[config.mk]
export PLATFORM = sky130hd
export DESIGN_NAME = if_fetch_stage
export DESIGN_NICKNAME = d
export VERILOG_FILES = /design/src/rtl/if_fetch_stage.sv
export SDC_FILE = /design/constraint.sdc
export NUM_CORES = 1
export LEC_CHECK = 0
export CORE_MARGIN = 4
export CORE_UTILIZATION = 50
export CTS_CLUSTER_SIZE = 28
export DETAILED_ROUTE_END_ITERATION = 7
export PLACE_DENSITY = 0.8
export SYNTH_ARGS = -nofsm -noshare
export SYNTH_HDL_FRONTEND = slang
export SYNTH_SLANG_ARGS = --single-unit
[constraint.sdc]
create_clock -name clk -period 3.55 [get_ports clk]
set_input_delay 0.71 -clock clk [delete_from_list [all_inputs] [get_ports clk]]
set_output_delay 0.71 -clock clk [all_outputs]
set_load 0.1 [all_outputs]
[src/rtl/if_fetch_stage.sv]
// if_fetch_stage: in-order instruction fetch with slot-reserving prefetch queue and redirect flush
module if_fetch_stage #(
  parameter logic [31:0] RESET_PC = 32'h0000_0000,
  parameter int QDEPTH = 4,
  parameter int MAX_OUTSTANDING = 2
) (
  input  logic        clk,
  input  logic        reset,
  output logic        imem_req_valid,
  input  logic        imem_req_ready,
  output logic [31:0] imem_req_addr,
  input  logic        imem_rsp_valid,
  input  logic [31:0] imem_rsp_data,
  input  logic        stall,
  input  logic        redirect,
  input  logic [31:0] redirect_pc,
  output logic [31:0] instruction_out,
  output logic [31:0] pc_out,
  output logic        valid_out
);
  localparam int PW = $clog2(QDEPTH);
  localparam int CW = $clog2(QDEPTH + 1);
  localparam int OW = $clog2(MAX_OUTSTANDING + 1);
  logic [31:0] fetch_pc, rsp_pc;
  logic [CW-1:0] count;
  logic [PW-1:0] rd_ptr, wr_ptr;
  logic [OW-1:0] outstanding, discard_cnt;
  logic [31:0] instr_q [QDEPTH];
  logic [31:0] pc_q [QDEPTH];
  logic [CW:0] occ;
  logic rsp_fire, req_fire, push, pop;
  // Occupancy counts in-flight requests that will land in the queue, so responses always fit
  always_comb begin
    occ = (CW+1)'(count) + (CW+1)'(outstanding) - (CW+1)'(discard_cnt);
    rsp_fire = imem_rsp_valid && outstanding != '0;
    imem_req_valid = !reset && !redirect && outstanding < OW'(MAX_OUTSTANDING) && occ < (CW+1)'(QDEPTH);
    imem_req_addr = fetch_pc;
    req_fire = imem_req_valid && imem_req_ready;
    valid_out = count != '0 && !redirect;
    pop = valid_out && !stall;
    push = rsp_fire && !redirect && discard_cnt == '0;
    instruction_out = count != '0 ? instr_q[rd_ptr] : 32'h0;
    pc_out = count != '0 ? pc_q[rd_ptr] : 32'h0;
  end
  always_ff @(posedge clk or posedge reset) begin
    if (reset) begin
      fetch_pc <= RESET_PC;
      rsp_pc <= RESET_PC;
      count <= '0;
      rd_ptr <= '0;
      wr_ptr <= '0;
      outstanding <= '0;
      discard_cnt <= '0;
    end else begin
      outstanding <= outstanding + OW'(req_fire) - OW'(rsp_fire);
      if (redirect) begin
        fetch_pc <= {redirect_pc[31:2], 2'b00};
        rsp_pc <= {redirect_pc[31:2], 2'b00};
        count <= '0;
        rd_ptr <= '0;
        wr_ptr <= '0;
        discard_cnt <= outstanding - OW'(rsp_fire);
      end else begin
        if (req_fire) fetch_pc <= fetch_pc + 32'd4;
        if (rsp_fire && discard_cnt != '0) discard_cnt <= discard_cnt - OW'(1);
        if (push) begin
          rsp_pc <= rsp_pc + 32'd4;
          wr_ptr <= wr_ptr + PW'(1);
        end
        if (pop) rd_ptr <= rd_ptr + PW'(1);
        count <= count + CW'(push) - CW'(pop);
      end
    end
  end
  always_ff @(posedge clk) begin
    if (push) begin
      instr_q[wr_ptr] <= imem_rsp_data;
      pc_q[wr_ptr] <= rsp_pc;
    end
  end
endmodule

==> results of run 1 <==
## stage by stage
| step | TNS [ps] | total power, mW | utilization |
|---|---|---|---|
| final | -73.0 | 14.1 | 0.629 |
| after detailed placement | 0 | 10.5 | 0.583 |
| after floorplan | -349 | 9.18 | - |
| after global routing | -195 | 14.7 | 0.629 |
| after global placement | 0 | 10.4 | 0.583 |
| after CTS | -236 | 14.3 | 0.629 |
## registers in the layout (all words and copies together) (netlist names)
name,cells
count,3
discard_cnt,2
imem_req_addr,30
instr_q,128
outstanding,2
pc_q,120
rd_ptr,2
rsp_pc,30
wr_ptr,2
## metal layers
metal,track usage,up-vias,part of all wire
li1,-,3733,-
met1,0.267,4111,0.43
met2,0.309,280,0.48
met4,0.0445,0,0.018
met5,0,-,0
met3,0.0439,40,0.071
## kinds of logic (layout without fill, tap and decap cells)
family,Yosys count,count (layout),share of synthesized area
adders and majority gates,17,17,0.0165
and+or+nand+nor,258,258,0.109
xor gates and xnor gates,41,41,0.0260
buffers and inverters,72,278,0.0229
AOI/OAI and AO/OA,82,82,0.0461
muxes,74,74,0.111
other,1,4,0.000272
DFF,319,319,0.668
## worst max path at each step
stage          cells after the start           endpoint           start  slack, ps
2_1_floorplan                     11     imem_req_valid  outstanding[1]       -350
3_3_place_gp                       9  imem_req_addr[18]        count[1]        260
3_5_place_dp                       9  imem_req_addr[18]        count[1]        190
4_1_cts                            8     imem_req_valid  discard_cnt[1]       -240
5_1_grt                            8     imem_req_valid  discard_cnt[1]       -190
6_report                           8     imem_req_valid  discard_cnt[1]        -70
## cells in the mapped netlist, types with 4 or more instances
cell type    n
nand3_1     24
buf_2       10
a21boi_1     4
a211oi_1     4
o21ai_0     11
buf_4        5
a21oi_1     12
mux2_2       8
o31a_1       8
and2_1       4
xnor2_1     21
mux2i_1      4
nand2b_1     7
clkbuf_1    29
xor2_1      20
edfxtp_1   248
mux4_2      62
nor2_1      28
or2_2        4
and4_1       7
a31oi_1      6
nand2_1     37
nor2b_1     66
nand4_1     19
inv_1       23
and3_1      12
nor3_1      20
ha_1        15
o311ai_1     4
nor4_1       8
o311ai_0     9
dfrtp_1     71
## cell type report
class	instances	area, um2
repair buffers	193	1730
inverters	23	86.3
well taps	341	427
flip-flops and latches	319	9230
clock buffers	41	887
multi-input cells	476	4340
clock inverters	21	305
fillers	1924	10000
## where the power goes
group / total (mW) / switching, mW / internal, mW
combinational: 5.88 / 4.29 / 1.59
sequential: 4.52 / 0.224 / 4.30
clock: 3.72 / 1.41 / 2.31
## what timing repair did
item | CTS | global route
buffers inserted | 4 | 1
endpoints found under the setup margin | 1 | 1
gates resized for setup | 3 | 1
endpoints found under the hold margin | 0 | 0
pin swaps | 5 | 3
==> metrics.cfg, run 1 <==
[clock_tree]
cts_tree = yes
clockBufferDepth = 3
cts-root-buf = clkbuf_16
cts.sinks = 319
cts-hold-fix-buffers = 0
cts.htree.levels = 2
clk_latency_ps = 510
cts_buffers = 34
clk_pin_slew_worst_paths_ps = 60

[power_and_ir_drop]
p_leak_nw = 5.89
power_density_nw_per_um2 = 830
ir_drop_mv = 0.501

[synthesis]
ys_types = 66
synth_cells = 864
ys_warn_count = 0
yosysSeqAreaShare = 0.668
synth_area_leader_cell = edfxtp_1
async_reset_ff_frac = 0.223
syn_area_um2 = 13800
avgSynthCellArea_um2 = 16.0
yosys-top-cells-area = edfxtp_1 (54%), dfrtp_1 (13%), mux4_2 (10%), nor2b_1 (3.0%), ha_1 (1.4%)
synth_top_cell_area_share = 0.540
ys_seq_elements = 319
synth_edf_count = 248
synth_ff_type = edfxtp_1

[worst_setup_path]
cp_max_fo = 4
r2r_end = imem_req_addr[18]
path_class = reg -> out
slowest_stage = fa_1
path_cells = fa_1, inv_1, ha_1, and3b_2, nor4b_4, nor3_4, nor4_4, buf_12
cp_num_buf_inv = 2
ff2ff_path_depth = 10
endpoint_kind = primary output
crit_family = simple AND/OR/NAND/NOR gates
start_kind = flip-flop
r2r_slack_ps = 110
rr_startpoint = discard_cnt[1]
crit_required_ps = 2840
max_stage_delay_ps = 550
arrival_ps = 2910

[grt]
grt_first_pass_wirelength_mm = 46.6
antenna_found_initial = 0
grt_pass1_vias = 8513
grt_overflow = 0
grt_usage = 0.191
grt_max_degree = 72

[timing]
min_period_ps = 3620
fin_crit_sh = 1.02
finalHoldViolations = 0
slew_headroom = 0.340
worst_pin_slew_ps = 987
whs_ps = 543
layout_setup_ws_ps = -73.0
fmax_mhz = 276
finalClockSkew_ps = 19.8
rsz0062_at_grt = yes
setup_viol_count_final = 1
slew_viol_final = 0

[status]
violations = setup timing
status = finished with violations

[route]
drtAntennaViolNets = 0
drt-pass1-iter-count = 5
wl_per_cell_um = 20.5
drt-initial-drc-count = 584
vias = 8164
avgViaCountPerCell = 5.77
wl_mm = 29.0
drc = 0

[cells_and_area]
postLayoutCellArea_um2 = 17000
syn_to_final_growth_pct = 23.2
diodes = 0
layout_commonest_cell = edfxtp_1
nets = 1134
fin_cells = 1414
drive_gt1_frac = 0.250
layout_common_cells = edfxtp_1 (248), buf_4 (106), clkdlybuf4s50_1 (79)

[floorplanning]
rows = 60
io_pins = 168
die_h_um = 174
dieArea_um2 = 30300
coreArea_um2 = 27000
initial_utilization = 0.511
die_w_um = 174

[placed_design]
hpwl_mm = 19.2
placed_area_um2 = 15800
gp_congestion = 0.860
pre_cts_slack_ps = 188
dp_cells = 1347
portBuffers = 161

[worst_hold_path]
hold_end = pc_q[0][31]
hold_depth = 0
hold_path_class = reg -> reg
hold_start = rsp_pc[31]

[flow_run]
cap_violations = 0

(Power assumes the default switching activity.)
==> inputs of run 2 (changes only) <==
Settings changed: CELL_PAD_IN_SITES_DETAIL_PLACEMENT set to 1, CELL_PAD_IN_SITES_GLOBAL_PLACEMENT set to 1, CORE_UTILIZATION 50 to 51, PLACE_DENSITY 0.8 to 0.92.
Clock period 3.55 ns to 4.5 ns, I/O delays scaled along.
==> run 2 against run 1 <==
  * The flow now finishes without violations
  * Wire length up 21%
  * Worst setup slack better by 300 ps
  * Sequential share of layout area up 0.90 points
  * Register-to-register slack better by 800 ps
  * Non-clock buffer count down 12
  * Sequential power down 19%
  * Clock-buffer cell count up 7
  * Die area down 1.9%
  * Clock skew down 6.1 ps
  * Power down 24%
  * Via count up 3.5%
  * Critical path depth up 1
==> metrics.cfg, run 2 (synthesized netlist as in run 1, its figures left out) <==
[clock_tree]
post-cts-setup-buffers = 0
cts-root-buf = clkbuf_16
cts.sinks = 319
cts_tree = yes
clk_pin_slew_worst_paths_ps = 60
cts_buffers = 34
cts.repair.resized = 0
clockBufferDepth = 3
cts-hold-fix-buffers = 0
cts.htree.levels = 2
clk_latency_ps = 500

[floorplanning]
io_pins = 168
rows = 59
coreArea_um2 = 26400
dieArea_um2 = 29800
initial_utilization = 0.524
die_w_um = 173
die_h_um = 173

[cells_and_area]
largest-register = instr_q
fin_cells = 1390
top_regs = instr_q (128), pc_q (120)
drive_gt1_frac = 0.192
syn_to_final_growth_pct = 21.2
nets = 1122
fin_util = 0.635
largest_reg_flops = 128
fillers = 2373
layout_common_cells = edfxtp_1 (248), clkdlybuf4s50_1 (116), dfrtp_1 (69)
layout_commonest_cell = edfxtp_1
postLayoutCellArea_um2 = 16700
diodes = 0

[power_and_ir_drop]
power_density_nw_per_um2 = 644
ir_drop_mv = 0.294
power.total_mw = 10.8
p_leak_nw = 5.66

[grt]
grt_first_pass_wirelength_mm = 55.2
grt_usage = 0.236
grt_max_degree = 72
antenna_found_initial = 0
grt_pass1_vias = 9218
grt_overflow = 0

[worst_setup_path]
arrival_ps = 3370
critPathMostFrequentCell = inv_1
cp_max_fo = 7
ff2ff_path_depth = 9
crit_required_ps = 3600
endpoint_kind = primary output
path_class = reg -> out
path_cells = inv_1, fa_1, inv_1, ha_1, and3b_1, nor4_1, nor3_1, nor4_4, buf_12
start_kind = flip-flop
slowest_stage = dfrtp_1
max_stage_delay_ps = 580

[placed_design]
pre_cts_slack_ps = 729
hpwl_mm = 22.7
portBuffers = 161
dp_cells = 1334
placed_area_um2 = 15700
gp_congestion = 0.839

[route]
drt-initial-drc-count = 713
avgViaCountPerCell = 6.08
drtAntennaViolNets = 0
drc = 0
vias = 8453
drt-pass1-iter-count = 5
wl_per_cell_um = 25.3
wl_mm = 35.2

[worst_hold_path]
hold_path_class = reg -> reg
hold_depth = 1

[timing]
finalClockSkew_ps = 13.7
min_period_ps = 4270
setup_viol_count_final = 0
finalHoldViolations = 0
fin_setup_tns_ps = 0
slew_viol_final = 0
fin_crit_sh = 0.950
layout_setup_ws_ps = 226
slew_headroom = 0.292
whs_ps = 572
rsz0062_at_grt = no
fmax_mhz = 234
worst_pin_slew_ps = 1060

[status]
status = finished clean

[flow_run]
cap_violations = 0

[run 2: cell types whose count changed in the layout (fill, tap and decap cells not counted), sizes merged]
| cell | change |
|---|---|
| clkinv | -5 |
| clkbuf | +7 |
| bufinv | -7 |
| buf | -49 |
| clkdlybuf4s50 | +37 |
| inv | -1 |
[run 2: report_power, final]
part	leakage (nW)	internal (mW)	switching [mW]
registers	3.07	3.39	0.272
logic	2.12	1.22	3.38
clock network	0.475	1.44	1.08
[run 2: path summary, 6_finish.rpt]
path,to,start,slack (ps)
worst max-delay path,imem_req_valid,outstanding[1],230
worst min-delay path,imem_req_addr[8],imem_req_addr[8],570
worst max register to register,imem_req_addr[18],outstanding[1],910
worst min register to register,imem_req_addr[8],imem_req_addr[8],570
max in group asynchronous,rd_ptr[0],reset,2550
min in group asynchronous,imem_req_addr[29],reset,1250
[run 2: cell type report]
cell class | instances | area (um2) | area share
sequential | 319 | 9230 | 0.552
multi-input combinational | 476 | 4300 | 0.257
timing repair buffer | 181 | 1710 | 0.102
clock buffer | 48 | 935 | 0.0559
tap | 335 | 419 | 0.0251
inverter | 23 | 86.3 | 0.00516
clock inverter | 8 | 45.0 | 0.00269
[run 2: critical path, delay by kind of cell (launching register included)]
kind                       cells  cell delay (ps)
and+or+nand+nor                4             1070
buffers and inverters          3              420
DFF                            1              580
adders and majority gates      2              800
[run 2: layer usage]
layer  track usage  part of all wire
met4        0.0612             0.022
met2         0.401              0.51
met1         0.322              0.41
met5             0                 0
met3        0.0397             0.067
